## src/rtl/sm4_out_buffer.sv

```systemverilog
// Result buffer behind the SM4 pipeline: credit-based admission, a DEPTH-entry
// 128-bit FIFO, and a 32-bit valid/ready serializer (most significant word first).
module sm4_out_buffer #(
    parameter int DEPTH = 4
) (
    input  logic                         CLK_i,
    input  logic                         RST_N_i,
    input  logic                         ISSUE_i,
    input  logic [127:0]                 ENG_DAT_i,
    input  logic                         ENG_VALID_i,
    output logic                         CREDIT_o,
    output logic [31:0]                  WORD_o,
    output logic                         WORD_VALID_o,
    input  logic                         WORD_READY_i,
    output logic                         LAST_o,
    output logic [$clog2(DEPTH+1)-1:0]   OCC_o,
    output logic                         OVF_o
);
    localparam int CW = $clog2(DEPTH + 1);
    localparam int PW = $clog2(DEPTH);
    localparam logic [CW-1:0] DEPTH_C = CW'(DEPTH);

    logic [127:0]  mem [DEPTH];
    logic [PW-1:0] wr_ptr, rd_ptr;
    logic [CW-1:0] occ, res;
    logic [1:0]    idx;
    logic          ovf;

    logic          xfer, pop, full, wr_ok, issue_ok, credit;
    logic [127:0]  head;

    assign head     = mem[rd_ptr];
    assign full     = (occ == DEPTH_C);
    assign xfer     = (occ != '0) & WORD_READY_i;
    assign pop      = xfer & (idx == 2'd3);
    // A slot freed by this cycle's final-word transfer may be reused at once.
    assign credit   = (res < DEPTH_C) | ((res == DEPTH_C) & pop);
    assign issue_ok = ISSUE_i & credit;
    assign wr_ok    = ENG_VALID_i & (~full | pop);

    always_comb begin
        WORD_o = head[31:0];
        case (idx)
            2'd0: WORD_o = head[127:96];
            2'd1: WORD_o = head[95:64];
            2'd2: WORD_o = head[63:32];
            default: WORD_o = head[31:0];
        endcase
    end

    assign CREDIT_o     = credit;
    assign WORD_VALID_o = (occ != '0);
    assign LAST_o       = (occ != '0) & (idx == 2'd3);
    assign OCC_o        = occ;
    assign OVF_o        = ovf;

    // Storage carries no reset; contents are only observed once occ says so.
    always_ff @(posedge CLK_i) begin
        if (wr_ok) mem[wr_ptr] <= ENG_DAT_i;
    end

    always_ff @(posedge CLK_i or negedge RST_N_i) begin
        if (!RST_N_i) begin
            wr_ptr <= '0;
            rd_ptr <= '0;
            occ    <= '0;
            res    <= '0;
            idx    <= '0;
            ovf    <= 1'b0;
        end else begin
            if (wr_ok) wr_ptr <= wr_ptr + PW'(1);
            if (pop)   rd_ptr <= rd_ptr + PW'(1);
            if (xfer)  idx    <= idx + 2'd1;

            if (wr_ok & ~pop)      occ <= occ + CW'(1);
            else if (pop & ~wr_ok) occ <= occ - CW'(1);

            // Guard against underflow if the engine writes without a reservation.
            if (issue_ok & ~pop)                      res <= res + CW'(1);
            else if (pop & ~issue_ok & (res != '0))   res <= res - CW'(1);

            if ((ISSUE_i & ~credit) | (ENG_VALID_i & ~wr_ok)) ovf <= 1'b1;
        end
    end
endmodule

```

## config.mk

```make
export PLATFORM = sky130hd
export DESIGN_NAME = sm4_out_buffer
export DESIGN_NICKNAME = d
export VERILOG_FILES = /design/src/rtl/sm4_out_buffer.sv
export SDC_FILE = /design/constraint.sdc
export NUM_CORES = 1
export LEC_CHECK = 0
export BUFFER_PORTS_ARGS = -buffer_cell sky130_fd_sc_hd__buf_2
export CORE_MARGIN = 2
export CORE_UTILIZATION = 38
export DETAILED_ROUTE_END_ITERATION = 7
export GPL_ROUTABILITY_DRIVEN = 1
export PLACE_DENSITY = 0.53
export SLEW_MARGIN = 20
export SYNTH_ARGS = -nofsm -noshare
export SYNTH_HDL_FRONTEND = slang
export SYNTH_SLANG_ARGS = --single-unit
```

## constraint.sdc

```tcl
create_clock -name CLK_i -period 5.9 [get_ports CLK_i]
set_clock_uncertainty 0.2 [all_clocks]
set_input_delay 1.18 -clock CLK_i [delete_from_list [all_inputs] [get_ports CLK_i]]
set_output_delay 1.18 -clock CLK_i [all_outputs]
set_load 0.005 [all_outputs]
```

## Word-level counts from Yosys, hierarchy flattened

Memories as Yosys holds them, arrays and structs flattened.
Cells that the tools add are included.

| storage, ports and cells | value |
|---|---|
| flip-flop bits (word level) | 13 |
| latch bits | 0 |
| RAM bits | 512 |
| memory bits (read-only) | 0 |
| bits of input ports | 133 |
| output and inout bits | 39 |
| word-level logic and storage cells | 53 |
| memories | 1 |

| cells by class | value |
|---|---|
| add/sub/neg operators | 7 |
| $mul | 0 |
| div/mod/pow operators | 0 |
| $lt $le $gt $ge | 1 |
| equal/unequal tests | 5 |
| shifts and indexed selects | 0 |
| multiplexer cells | 7 |
| bitwise gates (word level) | 21 |
| reduce and logical (&&, ||, !) cells | 5 |

Memory list:

| name | words | bits a word | read ports | clocked after Yosys merged registers in | wr ports | RTL line | text |
|---|---|---|---|---|---|---|---|
| mem | 4 | 128 | 1 | 0 | 1 | 23 | `logic [127:0] mem [DEPTH];` |

Operators by type and width:

| cell | count |
|---|---|
| $pmux W32 S3 | 1 |
| $and A1 B1 Y1 | 13 |
| $mux W3 | 4 |
| $add A2 B1 Y2 const B | 3 |
| $add A3 B1 Y3 const B | 2 |
| $eq A3 B3 Y1 const B | 2 |
| $reduce_bool A3 Y1 | 2 |
| $sub A3 B1 Y3 const B | 2 |
| $not A1 Y1 | 5 |
| $eq A2 B2 Y1 const B | 2 |
| $reduce_bool A2 Y1 | 2 |
| $lt A3 B3 Y1 const B | 1 |
| $or A1 B1 Y1 | 3 |
| $eq A2 B1 Y1 const B | 1 |
| $logic_not A2 Y1 | 1 |
| $mux W1 | 2 |

## Logic depth before layout (Yosys ltp)

| logic depth | value |
|---|---|
| word-level depth | 11 |
| gate-level depth with buffers | 9 |
| gate-level depth less buffers | 9 |

## Least setup slack after synthesis

OpenSTA, ideal clock, no wires.

| path | value |
|---|---|
| path kind | in2reg |
| from | input port WORD_READY_i |
| to | memory mem[0][0], enable pin |
| setup time | 0.502 ns |
| arrival time | 4.636 ns |
| data required time | 5.198 ns |
| setup slack | 0.562 ns |
| cell stages on the path | 3 |
| buffers on the path | 0 |
| path through | nand2_1 a31oi_1 and2_1 |

| on the way | value |
|---|---|
| word-level cells in the longest chain between the ends | 6 |

Ends and longest elaborated chain:

| item | RTL line | text |
|---|---|---|
| start, declared | 14 | `input logic WORD_READY_i,` |
| $and A1 B1 Y1 | 34 | `assign xfer = (occ != '0) & WORD_READY_i;` |
| $and A1 B1 Y1 | 35 | `assign pop = xfer & (idx == 2'd3);` |
| $or A1 B1 Y1 | 39 | `assign wr_ok = ENG_VALID_i & (~full \| pop);` |
| $and A1 B1 Y1 | 39 |  |
| net wr_ok | 29 | `logic xfer, pop, full, wr_ok, issue_ok, credit;` |
| $mux W1 | 59 | `if (wr_ok) mem[wr_ptr] <= ENG_DAT_i;` |
| $mux W1 (not written as such) | 59 |  |
| end, declared | 23 |  |

The timed path passes the listed nets, and every way through them passes these cells.

## Worst setup path in the final report

| path | value |
|---|---|
| from | register rd_ptr[0] |
| to | output port WORD_o[17] |

| on the way | value |
|---|---|
| word-level cells in the longest chain between the ends | 2 |

Ends and longest elaborated chain:

| item | RTL line | text |
|---|---|---|
| start, declared | 24 | `logic [PW-1:0] wr_ptr, rd_ptr;` |
| start signal, assigned | 72 | `if (pop) rd_ptr <= rd_ptr + PW'(1);` |
| $mem_v2 Z4 W128 | - |  |
| $pmux W32 S3 | 43 | `case (idx)` |
| end, declared | 12 | `output logic [31:0] WORD_o,` |

No other way between the ends.

==> flow_summary.toml <==
[sta]
min_period_ns = 5.09
whs_ns = 0.282
drv_slew = 0
setup_viol = 0
relSlewSlack_pct = 29.8
clock.fmax_mhz = 197
grt_setup_unrepaired = "false"
fin_crit_sh_pct = 86.2
worst_pin_slew_ns = 1.05
fin_tns_setup_ns = 0
finalHoldViolCount = 0

[clock_network]
clk_root_buffer_cell = "clkbuf_16"
h-tree-depth = 2
clock-sinks = 525
cts_resized = 0
postCtsSetupBuffers = 0
cts_tree = "done"
clkTransAtPathRegs_ns = 0.06
cts_buffers = 56
clk_latency_ns = 0.60
clk_path_buf_depth = 3
cts.hold.buffers_added = 0

[die]
pin_count = 172
num_rows = 85
start_util_pct = 38.3
die_height_um = 237
core_area_mm2 = 0.0537
die_area_mm2 = 0.0560
die_w_um = 237

[critical_path]
arrival_ns = 3.71
slowest_delay_ns = 0.96
rr_startpoint = "idx[0]"
reg2regPathDepth = 5
endpoint = "WORD_o[17]"
critPathSlowestCell = "nor2_2"
cp-start-kind = "flop"
required_ns = 4.52
timing_worst_setup_path_type = "reg -> out"
crit_chain = "nand2b_1, nor2_2, buf_4, a21oi_1, a31oi_1, buf_2"
startpoint = "rd_ptr[0]"
endpoint_kind = "output port"
crit_fanout = 39
reg2reg_slack_ns = 2.60
r2r_end = "mem[2][16]"

[placed_design]
dp_hpwl_mm = 29.2
place_congestion = 0.732
io_buffer_count = 171

[global_routing]
grtUsageTotal_pct = 17.5
grt_pass1_vias = 11100
grt_start_max_net_pins = 89
overflow = 0
antenna_found_initial = 21
grt_pass1_wl_mm = 72.7

[synth]
ys_warn_count = 0
synth.distinct_cells = 43
syn_avg_cell_area_um2 = 17.6
syn_nets = 1312
synth.area.top_cells = "edfxtp_1 (75%), mux2i_1 (7.8%), mux4_2 (3.5%), nor2_1 (1.9%), dfrtp_1 (1.6%)"
synth-main-ff-cell = "edfxtp_1"
synth_edf_count = 512
netlist_instances = 1167
synth_top_area_share_pct = 74.8
syn_area_mm2 = 0.0206
async_reset_ff_share_pct = 2.48
ys_ff_latch = 525
ys_seq_area_share_pct = 76.4
netlist.top_cell.by_area = "edfxtp_1"

[layout]
nNetsFinal = 1500
area_delta_synth_final_pct = 18.2
drive_gt1_share_pct = 23.3

[drt]
drc_errors = 0
routedWlPerCell_um = 23.4
antenna_left = 0
wl_mm = 49.3
vias = 10900
drt_iter0_drc = 592
dr.pass1.iters = 7
vias_per_cell = 5.16

[pwr]
power_density_mw_per_mm2 = 532
p_leak_nw = 8.61
vdd_drop_max_mv = 0.310

[status]
status = "completed"

[run]
maxCapViolations = 0

[hold_path]
holdCritPathClass = "in -> async"
layout by cell type, fill, tap and decap left out, drive strengths merged, types with 6 or more instances in the layout:
cell	count
a211o	8
dfrtp	13
ha	10
buf	193
clkbuf	63
a311oi	8
nand3	21
bufinv	17
mux2i	160
xnor2	6
o22ai	33
clkinv	23
edfxtp	512
a21o	24
nor2	107
o21ai	27
a31oi	32
nand2	34
inv	12
mux4	32
a21oi	33
where the power goes:
| part | internal, mW | switching, mW | leakage, nW |
|---|---|---|---|
| Combinational | 1.43 | 2.26 | 2.75 |
| Sequential | 4.92 | 0.346 | 4.84 |
| Clock | 2.51 | 1.46 | 1.02 |
kinds of logic after synthesis:
logic type                 after synthesis  synth area share, %
xor gates and xnor gates                 9                0.383
and+or+nand+nor                        177                 3.57
buffers and inverters                   75                 2.03
muxes                                  194                 11.4
adders and majority gates               12                0.803
AOI/OAI and AO/OA                      175                 5.46
DFF                                    525                 76.4
registers in the layout, summed over array words and instances (netlist names):
name    cells
wr_ptr      2
idx         2
res         3
OCC_o       3
mem       512
rd_ptr      2
OVF_o       1
cells in the mapped netlist (all sizes together) (2+ instances only):
master / n
a211o: 8
a211oi: 2
a21o: 24
a21oi: 33
a221oi: 2
a311oi: 8
a31oi: 32
and2: 5
buf: 46
clkbuf: 17
dfrtp: 13
edfxtp: 512
fa: 2
ha: 10
inv: 11
mux2: 2
mux2i: 160
mux4: 32
nand2: 34
nand2b: 3
nand3: 21
nor2: 107
nor2b: 2
o21ai: 27
o22ai: 33
o311ai: 2
xnor2: 6
xor2: 3
worst min-delay path by stage:
stage	slack, ns	start	depth (start not counted)	end
after floorplan	0.27	OVF_o	2	OVF_o
after global placement	0.29	OVF_o	2	OVF_o
after detailed placement	0.30	OVF_o	2	OVF_o
after CTS	0.26	RST_N_i	1	rd_ptr[1]
after global routing	0.27	RST_N_i	1	rd_ptr[1]
final	0.28	RST_N_i	1	rd_ptr[1]
layout make-up:
type                    count  area (um^2)
diodes                      5         12.5
clock buffers              63         1450
clock inverters            42          653
fillers                  4664        29400
inverters                  12         46.3
multi-input cells         567         4460
flip-flops and latches    525        15700
well taps                 696          871
repair buffers            193         1110
through the flow:
step           utilization [%]  instances  worst slack, ns  area [um^2]  power (mW)
3_3_place_gp              41.3       1993             1.39        22200        9.09
2_1_floorplan                -       1167            0.562        20600        7.76
4_1_cts                   45.2       2098            0.717        24300        13.1
3_5_place_dp              41.3       1993             1.36        22200        9.12
5_1_grt                   45.2       2099            0.591        24300        13.5
6_report                  45.3       2103            0.812        24300        12.9
metal layers:
metal / GRT usage, % / up-vias / part of all wire (%) / wire length [um]
met3: 4.97 / 93 / 6.1 / 3000
li1: - / 4983 / - / -
met4: 4.20 / 22 / 2.0 / 1000
met2: 28.1 / 256 / 47 / 23300
met5: 0 / - / 0.30 / 146
met1: 23.8 / 5498 / 44 / 21900
critical path: cells and delay by family, from the launching register on:
| kind | cells | cell delay [ns] |
|---|---|---|
| compound gates | 2 | 0.34 |
| flops | 1 | 0.72 |
| simple gates | 2 | 1.56 |
| buf+inv | 2 | 0.47 |
Power figures use the tool's default switching activity.
